### src/rtl/usb_rx_unstuff_crc_if.sv
// Bus between the serial line decoder (master) and the USB receive unstuff/CRC5 checker (slave).
interface usb_rx_unstuff_crc_if #(
  parameter int unsigned MAX_BITS = 100,
  parameter int unsigned LEN_W    = $clog2(MAX_BITS + 1)
);
  logic                in_bit;
  logic                in_valid;
  logic [MAX_BITS-1:0] pkt_data;
  logic [LEN_W-1:0]    pkt_len;
  logic                pkt_done;
  logic                crc_ok;
  logic                pkt_err;
  logic                busy;

  modport master (
    output in_bit, in_valid,
    input  pkt_data, pkt_len, pkt_done, crc_ok, pkt_err, busy
  );

  modport slave (
    input  in_bit, in_valid,
    output pkt_data, pkt_len, pkt_done, crc_ok, pkt_err, busy
  );
endinterface

### src/rtl/usb_rx_unstuff_crc.sv
// USB receive path: removes stuffed zeros, captures the packet and checks the trailing CRC5.
// Define USB_RX_CRC_COMPL_EN to compare against the complemented (USB-compliant) remainder.
module usb_rx_unstuff_crc #(
  parameter int unsigned MAX_BITS = 100,
  parameter int unsigned LEN_W    = $clog2(MAX_BITS + 1)
) (
  input logic                 clock,
  input logic                 reset_n,
  usb_rx_unstuff_crc_if.slave bus
);

  typedef enum logic [2:0] {StIdle, StPid, StData, StStuff, StEnd} state_e;

  state_e              state_q, state_d;
  logic [MAX_BITS-1:0] cap_q, cap_d;
  logic [LEN_W-1:0]    len_q, len_d;
  logic [2:0]          ones_q, ones_d;
  logic [4:0]          hist_q, hist_d;
  logic [4:0]          lfsr_q, lfsr_d;
  logic                stuff_err_q, stuff_err_d;
  logic                ovf_q, ovf_d;

  logic [MAX_BITS-1:0] out_data_q;
  logic [LEN_W-1:0]    out_len_q;
  logic                out_crc_ok_q, out_err_q;

  logic       start, capture, finish;
  logic       eval_err, eval_crc_ok;
  logic [4:0] crc_exp;

  function automatic logic [4:0] lfsr_step(input logic [4:0] x, input logic b);
    logic fb;
    fb = b ^ x[4];
    return {x[3], x[2], x[1] ^ fb, x[0], fb};
  endfunction

  always_comb begin
    state_d     = state_q;
    cap_d       = cap_q;
    len_d       = len_q;
    ones_d      = ones_q;
    hist_d      = hist_q;
    lfsr_d      = lfsr_q;
    stuff_err_d = stuff_err_q;
    ovf_d       = ovf_q;
    start       = 1'b0;
    capture     = 1'b0;
    finish      = 1'b0;

    unique case (state_q)
      StIdle, StEnd: begin
        state_d = StIdle;
        if (bus.in_valid) begin
          start   = 1'b1;
          state_d = StPid;
        end
      end
      StPid: begin
        if (!bus.in_valid) begin
          finish  = 1'b1;
          state_d = StEnd;
        end else begin
          capture = 1'b1;
          // PID bit 7 is the first bit that counts towards a stuffing run
          if (len_q == LEN_W'(7)) begin
            ones_d  = {2'b00, bus.in_bit};
            state_d = StData;
          end
        end
      end
      StData: begin
        if (!bus.in_valid) begin
          finish  = 1'b1;
          state_d = StEnd;
        end else begin
          capture = 1'b1;
          ones_d  = bus.in_bit ? ones_q + 3'd1 : 3'd0;
          if (ones_d == 3'd6) state_d = StStuff;
        end
      end
      StStuff: begin
        if (!bus.in_valid) begin
          finish  = 1'b1;
          state_d = StEnd;
        end else begin
          stuff_err_d = stuff_err_q | bus.in_bit;
          ones_d      = 3'd0;
          state_d     = StData;
        end
      end
      default: state_d = StIdle;
    endcase

    if (start) begin
      cap_d       = MAX_BITS'(bus.in_bit);
      len_d       = LEN_W'(1);
      ones_d      = 3'd0;
      hist_d      = {4'b0000, bus.in_bit};
      lfsr_d      = 5'b11111;
      stuff_err_d = 1'b0;
      ovf_d       = 1'b0;
    end else if (capture) begin
      if (len_q < LEN_W'(MAX_BITS)) begin
        cap_d  = cap_q | (MAX_BITS'(bus.in_bit) << len_q);
        len_d  = len_q + LEN_W'(1);
        hist_d = {hist_q[3:0], bus.in_bit};
        // CRC position is unknown until the end: feed the bit captured five positions ago
        if (len_q >= LEN_W'(13)) lfsr_d = lfsr_step(lfsr_q, hist_q[4]);
      end else begin
        ovf_d = 1'b1;
      end
    end
  end

  always_comb begin
`ifdef USB_RX_CRC_COMPL_EN
    crc_exp = ~lfsr_q;
`else
    crc_exp = lfsr_q;
`endif
    eval_err    = stuff_err_q | ovf_q | (len_q < LEN_W'(13));
    // hist_q[4] is the earliest of the last five bits, compared against x4
    eval_crc_ok = (hist_q == crc_exp) & ~eval_err;
  end

  always_ff @(posedge clock or negedge reset_n) begin
    if (!reset_n) begin
      state_q     <= StIdle;
      cap_q       <= '0;
      len_q       <= '0;
      ones_q      <= 3'd0;
      hist_q      <= 5'd0;
      lfsr_q      <= 5'b11111;
      stuff_err_q <= 1'b0;
      ovf_q       <= 1'b0;
    end else begin
      state_q     <= state_d;
      cap_q       <= cap_d;
      len_q       <= len_d;
      ones_q      <= ones_d;
      hist_q      <= hist_d;
      lfsr_q      <= lfsr_d;
      stuff_err_q <= stuff_err_d;
      ovf_q       <= ovf_d;
    end
  end

  always_ff @(posedge clock or negedge reset_n) begin
    if (!reset_n) begin
      out_data_q   <= '0;
      out_len_q    <= '0;
      out_crc_ok_q <= 1'b0;
      out_err_q    <= 1'b0;
    end else if (finish) begin
      out_data_q   <= cap_q;
      out_len_q    <= len_q;
      out_crc_ok_q <= eval_crc_ok;
      out_err_q    <= eval_err;
    end
  end

  assign bus.pkt_data = out_data_q;
  assign bus.pkt_len  = out_len_q;
  assign bus.crc_ok   = out_crc_ok_q;
  assign bus.pkt_err  = out_err_q;
  assign bus.pkt_done = (state_q == StEnd);
  assign bus.busy     = (state_q == StPid) || (state_q == StData) || (state_q == StStuff);

endmodule

### src/flat_wrapper.sv
// flat-port wrapper written by rule: the top's interface ports become plain ports
module usb_rx_unstuff_crc_flat 
#(
  parameter int unsigned MAX_BITS = 100,
  parameter int unsigned LEN_W    = $clog2(MAX_BITS + 1)
)
  (clock, reset_n, bus_in_bit, bus_in_valid, bus_pkt_data, bus_pkt_len, bus_pkt_done, bus_crc_ok, bus_pkt_err, bus_busy);
  usb_rx_unstuff_crc_if #(.MAX_BITS(MAX_BITS), .LEN_W(LEN_W)) bus_i ();
  input logic clock;
  input logic reset_n;
  input wire logic [$bits(bus_i.in_bit)-1:0] bus_in_bit;
  input wire logic [$bits(bus_i.in_valid)-1:0] bus_in_valid;
  output wire logic [$bits(bus_i.pkt_data)-1:0] bus_pkt_data;
  output wire logic [$bits(bus_i.pkt_len)-1:0] bus_pkt_len;
  output wire logic [$bits(bus_i.pkt_done)-1:0] bus_pkt_done;
  output wire logic [$bits(bus_i.crc_ok)-1:0] bus_crc_ok;
  output wire logic [$bits(bus_i.pkt_err)-1:0] bus_pkt_err;
  output wire logic [$bits(bus_i.busy)-1:0] bus_busy;
  assign bus_i.in_bit = bus_in_bit;
  assign bus_i.in_valid = bus_in_valid;
  assign bus_pkt_data = bus_i.pkt_data;
  assign bus_pkt_len = bus_i.pkt_len;
  assign bus_pkt_done = bus_i.pkt_done;
  assign bus_crc_ok = bus_i.crc_ok;
  assign bus_pkt_err = bus_i.pkt_err;
  assign bus_busy = bus_i.busy;
  usb_rx_unstuff_crc #(.MAX_BITS(MAX_BITS), .LEN_W(LEN_W)) u_core (.clock(clock), .reset_n(reset_n), .bus(bus_i));
endmodule
### config.mk
export PLATFORM = sky130hd
export DESIGN_NAME = usb_rx_unstuff_crc_flat
export DESIGN_NICKNAME = d
export VERILOG_FILES = /design/src/rtl/usb_rx_unstuff_crc_if.sv /design/src/rtl/usb_rx_unstuff_crc.sv /design/src/flat_wrapper.sv
export SDC_FILE = /design/constraint.sdc
export NUM_CORES = 1
export LEC_CHECK = 0
export BUFFER_PORTS_ARGS = -buffer_cell sky130_fd_sc_hd__buf_2
export CAP_MARGIN = 20
export CELL_PAD_IN_SITES_DETAIL_PLACEMENT = 0
export CELL_PAD_IN_SITES_GLOBAL_PLACEMENT = 2
export CORE_ASPECT_RATIO = 1.1
export CORE_UTILIZATION = 37
export DETAILED_ROUTE_END_ITERATION = 10
export GPL_ROUTABILITY_DRIVEN = 1
export PLACE_DENSITY_LB_ADDON = 0.15
export SLEW_MARGIN = 40
export SYNTH_ARGS = -nofsm -noshare
export SYNTH_HDL_FRONTEND = slang
export SYNTH_SLANG_ARGS = --single-unit
### constraint.sdc
create_clock -name clock -period 2.66 [get_ports clock]
set_input_delay 0.266 -clock clock [delete_from_list [all_inputs] [get_ports clock]]
set_output_delay 0.266 -clock clock [all_outputs]
set_load 0.03 [all_outputs]
[After elaboration in Yosys (flattened, before gate mapping)]
Index checks and enable logic that the tools add are counted.
Cells by class
  shift operators: 1
  order comparisons: 3
  $add $sub $neg: 2
  bitwise operators: 8
  multiplexer cells: 38
  divide/modulo/power cells: 0
  reduce and logical (&&, ||, !) cells: 18
  equal/unequal tests: 14
  multiply operators: 0
Operator list (count)
  $mux 100: 3
  $or 100x100->100: 1
  $shl 1x7->100: 1
  $mux 5: 7
  $mux 3: 11
  $mux 7: 3
  $ne 3x2->1 const B: 5
  $mux 1: 12
  $pmux 3 s4: 1
  $reduce_bool 2->1: 5
  $pmux 3 s3: 1
  $reduce_and 2->1: 4
  $add 7x1->7 const B: 1
  $eq 7x3->1 const B: 1
  $ge 7x4->1 const B: 1
  $lt 7x4->1 const B: 1
  $lt 7x7->1 const B: 1
  $eq 3x2->1 const B: 2
  $eq 3x3->1 const B: 2
  $eq 5x5->1: 1
  $reduce_and 5->1: 1
  $reduce_bool 4->1: 1
  $reduce_or 2->1: 2
  $add 3x1->3 const B: 1
  11 further kinds: 15
Storage, ports and cells
  flip-flop bits (word level): 234
  RAM bits: 0
  ROM bits: 0
  output and inout port bits: 111
  word-level logic and storage cells: 96
  memories kept: 0
  bits in latches: 0
  bits of input ports: 4

[Longest topological paths before layout]
Gate-level depths: netlist (run 1).
  word-level depth: 6
  gate-level depth with buffers: 8
  depth with buffers taken out: 6

[Worst setup path after synthesis (run 1)]
Ideal clock, no wire load.
  kind: reg-to-reg
  from: reg u_core.state_q[0]
  to: reg u_core.len_q[3]
  path buffers: 2
  cell stages (with the launch flop): 7
  clock period less this slack: 1.881 ns
  setup slack: 0.779 ns
  arrival: 1.803 ns
  required time: 2.582 ns
  setup time: 0.078 ns
  path through: dfrtp_1 -> buf_6 -> or3b_1 -> buf_6 -> a211o_1 -> or3_1 -> a21oi_1
On the way
  cells in the longest elaborated chain, start to end: 5
  elaborated cells between the ends (all ways): 12
  classes of those cells: eq/ne: 3; mux: 3; reduce/logical: 6
Ends and longest elaborated chain
  from (decl): line usb_rx_unstuff_crc.sv:14  | state_e state_q, state_d;
  from (signal assigned): line usb_rx_unstuff_crc.sv:128  | state_q <= StIdle;
  from (signal assigned): line usb_rx_unstuff_crc.sv:137  | state_q <= state_d;
  $eq 3x3->1 (tied with other cells): line usb_rx_unstuff_crc.sv:50  | unique case (state_q)
  $reduce_or 2->1 (on tied branches)
  $mux 1 (on tied branches)
  $reduce_bool 2->1 (no line)
  $reduce_and 2->1 (no line)
  to (signal assigned): line usb_rx_unstuff_crc.sv:139  | len_q <= len_d;
  to (decl): line usb_rx_unstuff_crc.sv:16  | logic [LEN_W-1:0] len_q, len_d;
Several ways; a longest one is shown, not always the timed one.
A chain may end at the register's enable or synchronous reset.

[Worst setup path in the final report (run 1)]
  from: reg u_core.state_q[0]
  to: reg u_core.cap_q[50]
On the way
  cells in the longest elaborated chain, start to end: 5
  elaborated cells between the ends (all ways): 12
  classes of those cells: eq/ne: 3; mux: 3; reduce/logical: 6
Ends and longest elaborated chain
  $eq 3x3->1 (tied with other cells): line usb_rx_unstuff_crc.sv:50
  $reduce_or 2->1 (on tied branches)
  $mux 1 (on tied branches)
  $reduce_bool 2->1 (no line)
  $reduce_and 2->1 (no line)
  to (signal assigned): line usb_rx_unstuff_crc.sv:138  | cap_q <= cap_d;
  to (decl): line usb_rx_unstuff_crc.sv:15  | logic [MAX_BITS-1:0] cap_q, cap_d;
Several ways; a longest one is shown, not always the timed one.

==> results.toml, run 1 <==
[run_status]
status = "finished, violations left"
violations = "DRC"

[finish]
drive_gt1_frac = 0.194
area_delta_synth_final_pct = 19.5
nFillCells = 2397
antenna_cells = 0
final_cell_mix = "nand2_1, dfrtp_1, buf_2"
final_common_cell = "nand2_1"
nets = 1029
fin_cells = 1347

[placed_design]
place_congestion = 0.765
place_inst = 1304
place.port_buffers = 114
dp_hpwl_mm = 16.5

[floorplanning]
die_h_um = 167
placementRows = 60
die_w_um = 152
start_util = 0.377
die_area_um2 = 25500
boundaryPins = 115
fp.coreArea_um2 = 24400

[sta]
holdWs_ns = 0.0752
fin_crit_ns = 2.19
min_period_over_period = 0.824
finalHoldViolations = 0
rsz0062_at_grt = "no"
worst_pin_slew_ns = 0.650
slew_headroom = 0.566
fin_skew_ns = 0.0152
drv_slew = 0
fmax_ghz = 0.456
finalSetupViolations = 0
fin_tns_setup_ns = 0

[synthesis]
syn-cell-area_um2 = 9200
synthArstFlopShare = 1.00
synth_edf_count = 0
avgSynthCellArea_um2 = 10.2
ys_warn_count = 0
synth_fp_nets = 905
ys_types = 54
syn_inst = 898
synth_top_flop_cell = "dfrtp_1"
yosys_register_bits = 234
seq_area_frac_synth = 0.637

[critical_path]
cp.required_ns = 3.10
cp_max_fo = 13
endpoint_kind = "flop"
start_kind = "flop"
reg2reg_slack_ns = 0.47
worstReg2RegStart = "u_core.state_q[0]"
rr_endpoint = "u_core.cap_q[50]"
crit_type = "flop to flop"
r2r_cells = 4
critPathArrivalTime_ns = 2.63

[power]
irDropWorstVdd_mv = 0.434
power.leakage_nw = 5.95
p_sw_frac = 0.275
pwr-share-clk = 0.403
seq_power_share = 0.479
intPower_mw = 5.77
total_power_mw = 7.96
power_density_nw_per_um2 = 724
p_switching_mw = 2.19
pwr-share-comb = 0.118

[worst_hold_path]
holdCritStartpoint = "bus_in_valid"
hp-class = "input port to flop"
hold_end = "u_core.state_q[0]"
worstHoldPathCells = 2

[clocking]
clk_latency_ns = 0.52
root_buffer = "clkbuf_16"
clk_path_buf_depth = 3
cts-buffers-inserted = 25
clk_pin_slew_ns = 0.06
cts_tree = "done"
cts_sinks = 234
cts_resized = 0
htree_levels = 1

[detailed_routing]
drtPass1Iterations = 10
via_per_inst = 5.04
postRouteAntennaNets = 0
avgRoutedWirePerCell_um = 18.2
first_iter_violations = 389
via_count = 6794
drc = 8
drt_wl_total_mm = 24.5

[job]
drv_cap = 0

[global_route]
grt_max_degree = 92
grt_overflow_total = 0
antenna_found_initial = 0
first_global_vias = 6934
grt_pass1_wl_mm = 39.5
grt_use_total = 0.197
==> routing by layer <==
layer | routed length (µm) | vias to the layer above | part of all wire | track usage
met5 | 0 | - | 0 | 0
met4 | 357 | 0 | 0.015 | 0.0448
met3 | 1030 | 31 | 0.042 | 0.0282
met2 | 11800 | 135 | 0.48 | 0.327
met1 | 11300 | 3380 | 0.46 | 0.273
li1 | - | 3248 | - | -
==> registers in the layout, summed over array words and instances, names as in the netlist, 3 cells and up <==
register             cells
u_core.bus.pkt_data    100
u_core.bus.pkt_len       7
u_core.cap_q           100
u_core.crc_exp           5
u_core.hist_q            5
u_core.len_q             7
u_core.ones_q            3
u_core.state_q           3
==> critical path, stage by stage (launching register included) <==
cell	delay, ns
dfrtp_1	0.50
maj3_2	0.45
nor4b_4	0.41
and2_1	0.51
a32o_1	0.25
==> cells in the mapped netlist (all sizes together), types with 4 or more instances <==
cell type  instances  area share
a21oi             10      0.0054
a22o              70       0.067
a32o               8      0.0087
and3               4      0.0027
buf               12      0.0088
clkbuf            41       0.017
dfrtp            229        0.62
dfstp              5       0.014
inv                4      0.0016
nand2            358        0.15
nand2b             7      0.0048
nand3             10      0.0054
nand3b             4      0.0033
nor2              41       0.017
nor2b              6      0.0041
nor3               6      0.0044
o21ai             26       0.014
o22a               5      0.0048
or3                9      0.0061
xor2               7      0.0067
==> area by class of cell <==
cell class	instances	area, µm²	area share
Sequential cell	234	5860	0.533
Multi-Input combinational cell	606	3090	0.281
Timing Repair Buffer	150	891	0.0811
Clock buffer	35	703	0.0640
Tap cell	310	388	0.0353
Clock inverter	7	41.3	0.00376
Inverter	5	18.8	0.00171
==> repair_timing <==
item,4_1_cts,5_1_grt
endpoints found under the hold margin,71,0
setup buffers,0,0
hold buffers,1,0
==> power by group through the flow <==
stage	clock network [mW]	logic, mW	registers, mW
after CTS	3.31	0.955	3.81
final	3.21	0.937	3.81
after global placement	0	0.954	3.87
after floorplan	0	0.504	3.94
after detailed placement	0	0.950	3.87
after global routing	3.46	1.04	3.83
==> cell families after synthesis <==
kind of cell | synth area share
compound gates | 0.118
xor+xnor | 0.00667
fa+ha+maj | 0.00531
buf+inv | 0.0278
flops | 0.637
mux | 0.00122
simple gates | 0.204
==> metrics by stage <==
stage	setup WS, ns	instance area, µm²	utilization
3_5_place_dp	0.503	10200	0.420
6_report	0.469	11000	0.450
2_1_floorplan	0.779	9200	-
5_1_grt	0.330	11000	0.450
3_3_place_gp	0.501	10200	0.420
4_1_cts	0.476	11000	0.450
==> worst max path at each step <==
| stage | startpoint | cells after the start | endpoint | slack (ns) |
|---|---|---|---|---|
| final | u_core.state_q[0] | 4 | u_core.cap_q[50] | 0.47 |
| after global routing | u_core.len_q[5] | 4 | u_core.ones_q[2] | 0.33 |
| after CTS | u_core.state_q[0] | 4 | u_core.cap_q[50] | 0.48 |
| after detailed placement | u_core.state_q[0] | 4 | u_core.cap_q[50] | 0.50 |
| after global placement | u_core.len_q[5] | 4 | u_core.ones_q[2] | 0.50 |
| after floorplan | u_core.state_q[0] | 6 | u_core.len_q[3] | 0.78 |
Power figures use the tool's default switching activity.
==> run 2: changes to the inputs <==
- clock period: 2.66 -> 2.2 ns (I/O delays scaled with it)
==> results.toml, run 2 (synthesized netlist as in run 1, its figures left out) <==
[global_route]
grt_use_total = 0.202
antenna_found_initial = 0
first_global_vias = 6948
grt_pass1_wl_mm = 40.6
grt_overflow_total = 0
grt_max_degree = 66

[critical_path]
start_kind = "flop"
cp.required_ns = 2.60
critPathLaunch = "u_core.len_q[0]"
worstReg2RegStart = "u_core.len_q[0]"
crit_type = "flop to flop"
rr_endpoint = "u_core.ones_q[0]"
r2r_cells = 6
cp_max_fo = 13
reg2reg_slack_ns = 0.26
critPathArrivalTime_ns = 2.35
endpoint_kind = "flop"

[sta]
rsz0062_at_grt = "no"
fin_skew_ns = 0.00877
min_period_over_period = 0.883
fin_crit_ns = 1.94
finalSetupViolations = 0
slew_headroom = 0.489
finalHoldViolations = 0
drv_slew = 0
setup_ws_ns = 0.256
worst_pin_slew_ns = 0.764
fin_tns_setup_ns = 0
fmax_ghz = 0.515

[clocking]
clk_path_buf_depth = 3
cts-buffers-inserted = 26
cts_setup_buffers = 0
root_buffer = "clkbuf_16"
htree_levels = 1
cts_tree = "done"
clk_pin_slew_ns = 0.06
cts_sinks = 234
clk_latency_ns = 0.52

[detailed_routing]
drt_wl_total_mm = 25.3
via_per_inst = 5.10
first_iter_violations = 345
drc = 8
postRouteAntennaNets = 0
drtPass1Iterations = 8
avgRoutedWirePerCell_um = 18.5
via_count = 6977

[finish]
seqCellArea_um2 = 5860
nFillCells = 2404
area_delta_synth_final_pct = 22.1
antenna_cells = 0
final_cell_mix = "nand2_1, dfrtp_1, buf_2"
final_common_cell = "nand2_1"
finish.instance_area_um2 = 11200
nets = 1049
drive_gt1_frac = 0.210
multi_input_area_um2 = 3090
final_core_util = 0.460

[worst_hold_path]
hold_end = "u_core.state_q[0]"
worstHoldPathCells = 2
hp-class = "input port to flop"
holdCritStartpoint = "bus_in_valid"

[power]
irDropWorstVdd_mv = 0.667
power.leakage_nw = 6.09
power_density_nw_per_um2 = 880
total_power_mw = 9.88

[placed_design]
dp_hpwl_mm = 17.3
place_ws_ns = 0.261
place_congestion = 0.784
place.port_buffers = 114
placed_area_um2 = 10400

[run_status]
status = "finished, violations left"
violations = "DRC"

[floorplanning]
start_util = 0.377
die_w_um = 152
placementRows = 60
fp.coreArea_um2 = 24400
die_h_um = 167
boundaryPins = 115
die_area_um2 = 25500

[job]
drv_cap = 0
## run 2: cell type report
class	instances	share of cell area
flip-flops and latches	234	0.522
multi-input cells	606	0.275
repair buffers	169	0.0965
clock buffers	38	0.0674
well taps	310	0.0345
clock inverters	6	0.00267
inverters	5	0.00167
## run 2: worst max-delay path by stage
stage | slack, ns | to | cells past startpoint
2_1_floorplan | 0.32 | u_core.len_q[3] | 6
3_3_place_gp | 0.27 | u_core.ones_q[0] | 6
3_5_place_dp | 0.26 | u_core.cap_q[89] | 7
4_1_cts | 0.26 | u_core.ones_q[0] | 6
5_1_grt | 0.17 | u_core.ones_q[0] | 6
6_report | 0.26 | u_core.ones_q[0] | 6
## run 2: metrics by stage
step	cells	hold WS (ns)
final	1368	0.0366
after global routing	1368	0.0252
after CTS	1368	0.0152
after detailed placement	1323	0.232
after global placement	1323	0.228
after floorplan	898	-0.0756
## run 2: metal layers
layer,vias to the layer above,wire length (µm),GRT usage
met5,-,0,0
met4,0,344,0.0426
met3,26,1040,0.0298
met2,142,12100,0.335
met1,3512,11800,0.282
li1,3297,-,-
## run 2: power breakdown
part	internal, mW	switching, mW
clock network	2.36	1.68
logic	0.376	0.899
registers	4.46	0.101
total	7.20	2.68
## run 2: what timing repair did
action | CTS | global route
gates resized for setup | 0 | 0
hold buffers | 1 | 0
endpoints found under the hold margin | 59 | 0
## run 2: worst max-delay path: stages (launching register included)
cell      delay [ns]
dfrtp_1         0.38
buf_4           0.18
ha_1            0.21
nor4bb_1        0.16
a211oi_1        0.35
nand2b_1        0.21
mux2_2          0.34
==> run 3: changes to the inputs <==
- CORE_UTILIZATION: 37 -> 40
- clock period: 2.2 -> 2.5 ns (I/O delays scaled with it)
==> results.toml, run 3 (synthesized netlist as in run 1, its figures left out) <==
[run_status]
status = "complete, no violations"

[power]
pwr-share-comb = 0.122
intPower_mw = 6.29
power_density_nw_per_um2 = 774
p_sw_frac = 0.270
p_switching_mw = 2.33
power.leakage_nw = 6.04
pwr-share-clk = 0.410
irDropWorstVdd_mv = 0.376
seq_power_share = 0.468

[floorplanning]
placementRows = 57
die_h_um = 161
boundaryPins = 115
die_area_um2 = 23600
start_util = 0.412
fp.coreArea_um2 = 22300
die_w_um = 147

[sta]
fin_crit_ns = 2.20
worst_pin_slew_ns = 0.769
min_period_over_period = 0.881
fin_skew_ns = 0.0145
finalSetupViolations = 0
fmax_ghz = 0.454
slew_headroom = 0.485
rsz0062_at_grt = "no"
drv_slew = 0
finalHoldViolations = 0
fin_tns_setup_ns = 0

[detailed_routing]
drtPass1Iterations = 4
postRouteAntennaNets = 0
drt_wl_total_mm = 23.7
avgRoutedWirePerCell_um = 17.6
drc = 0
via_count = 6726
via_per_inst = 5.00
first_iter_violations = 408

[global_route]
grt_overflow_total = 0
grt_pass1_wl_mm = 38.4
grt_use_total = 0.207
first_global_vias = 6783
grt_max_degree = 67
antenna_found_initial = 0

[clocking]
clk_latency_ns = 0.53
htree_levels = 1
clk_path_buf_depth = 3
cts_tree = "done"
cts_sinks = 234
cts-buffers-inserted = 25
root_buffer = "clkbuf_16"
clk_pin_slew_ns = 0.06
cts_resized = 0

[critical_path]
crit_path_frequent_cell = "buf_4"
r2r_cells = 6
cp.required_ns = 2.95
reg2reg_slack_ns = 0.30
cp_slowest_cell = "dfrtp_1"
cp_max_fo = 62
critPathArrivalTime_ns = 2.66
crit_family = "simple AND/OR/NAND/NOR gates"
crit_chain = "or3b_4 -> buf_4 -> a211oi_1 -> buf_4 -> nand3_1 -> nand2_1"
slowest_delay_ns = 0.50
crit_buf_inv = 2
start_kind = "flop"
endpoint_kind = "flop"
crit_cells = 6
crit_type = "flop to flop"

[finish]
seqCellArea_um2 = 5860
final_common_cell = "nand2_1"
nFillCells = 2104
multi_input_area_um2 = 3090
drive_gt1_frac = 0.202
finish.instance_area_um2 = 11100
antenna_cells = 0
final_cell_mix = "nand2_1, dfrtp_1, buf_2"
area_delta_synth_final_pct = 21.1
nets = 1039

[worst_hold_path]
hp-class = "input port to flop"
worstHoldPathCells = 2

[job]
drv_cap = 0

[placed_design]
place.port_buffers = 114
dp_hpwl_mm = 16.0
placed_area_um2 = 10300
place_congestion = 0.787
[run 3: cell types whose count changed in the layout (fill, tap and decap cells not counted), sizes merged]
cell      before  now
buf          168  159
bufinv         0    1
clkbuf        38   37
clkinv         7    6
inv            4    5
clkinvlp       0    1
[run 3: through the flow]
stage | hold slack (ns) | util | cells | setup slack (ns) | power [mW]
floorplan | -0.0456 | - | 898 | 0.619 | 4.73
global placement | 0.255 | 0.463 | 1299 | 0.363 | 5.17
detailed placement | 0.253 | 0.463 | 1299 | 0.337 | 5.17
CTS | 0.0348 | 0.499 | 1345 | 0.315 | 8.74
global route | 0.0623 | 0.499 | 1345 | 0.144 | 9.02
finish | 0.0419 | 0.499 | 1345 | 0.297 | 8.62
[run 3: power by group through the flow]
stage                     combinational, mW  sequential (mW)  clock [mW]
after CTS                              1.07             4.03        3.63
final                                  1.06             4.03        3.53
after floorplan                       0.537             4.19           0
after detailed placement               1.07             4.10           0
after global routing                   1.17             4.05        3.80
after global placement                 1.07             4.10           0
[run 3: path summary, 6_finish.rpt]
path | start | end
min in group asynchronous | reset_n | u_core.bus.pkt_data[90]
worst max register to register | u_core.state_q[0] | u_core.hist_q[3]
worst max-delay path | u_core.state_q[0] | u_core.hist_q[3]
max in group asynchronous | reset_n | u_core.crc_exp[4]
worst min-delay path | bus_in_valid | u_core.state_q[0]
worst min register to register | u_core.bus.pkt_data[58] | u_core.bus.pkt_data[58]
[run 3: layout make-up]
cell class	count	share of cell area
sequential	234	0.526
timing repair buffer	160	0.0912
tap	295	0.0331
inverter	5	0.00169
clock buffer	37	0.0638
multi-input combinational	606	0.277
clock inverter	8	0.00641
[run 3: timing repair]
action,CTS,global route
buffers inserted,0,0
hold buffers,1,0
hold endpoints to repair,61,0
[run 3: layer usage]
metal  global-route usage  vias up  share of wire
li1                     -     3270              -
met1                0.301     3298           0.48
met2                0.328      126           0.47
met3               0.0271       32          0.039
met4               0.0511        0          0.018
met5                    0        -              0
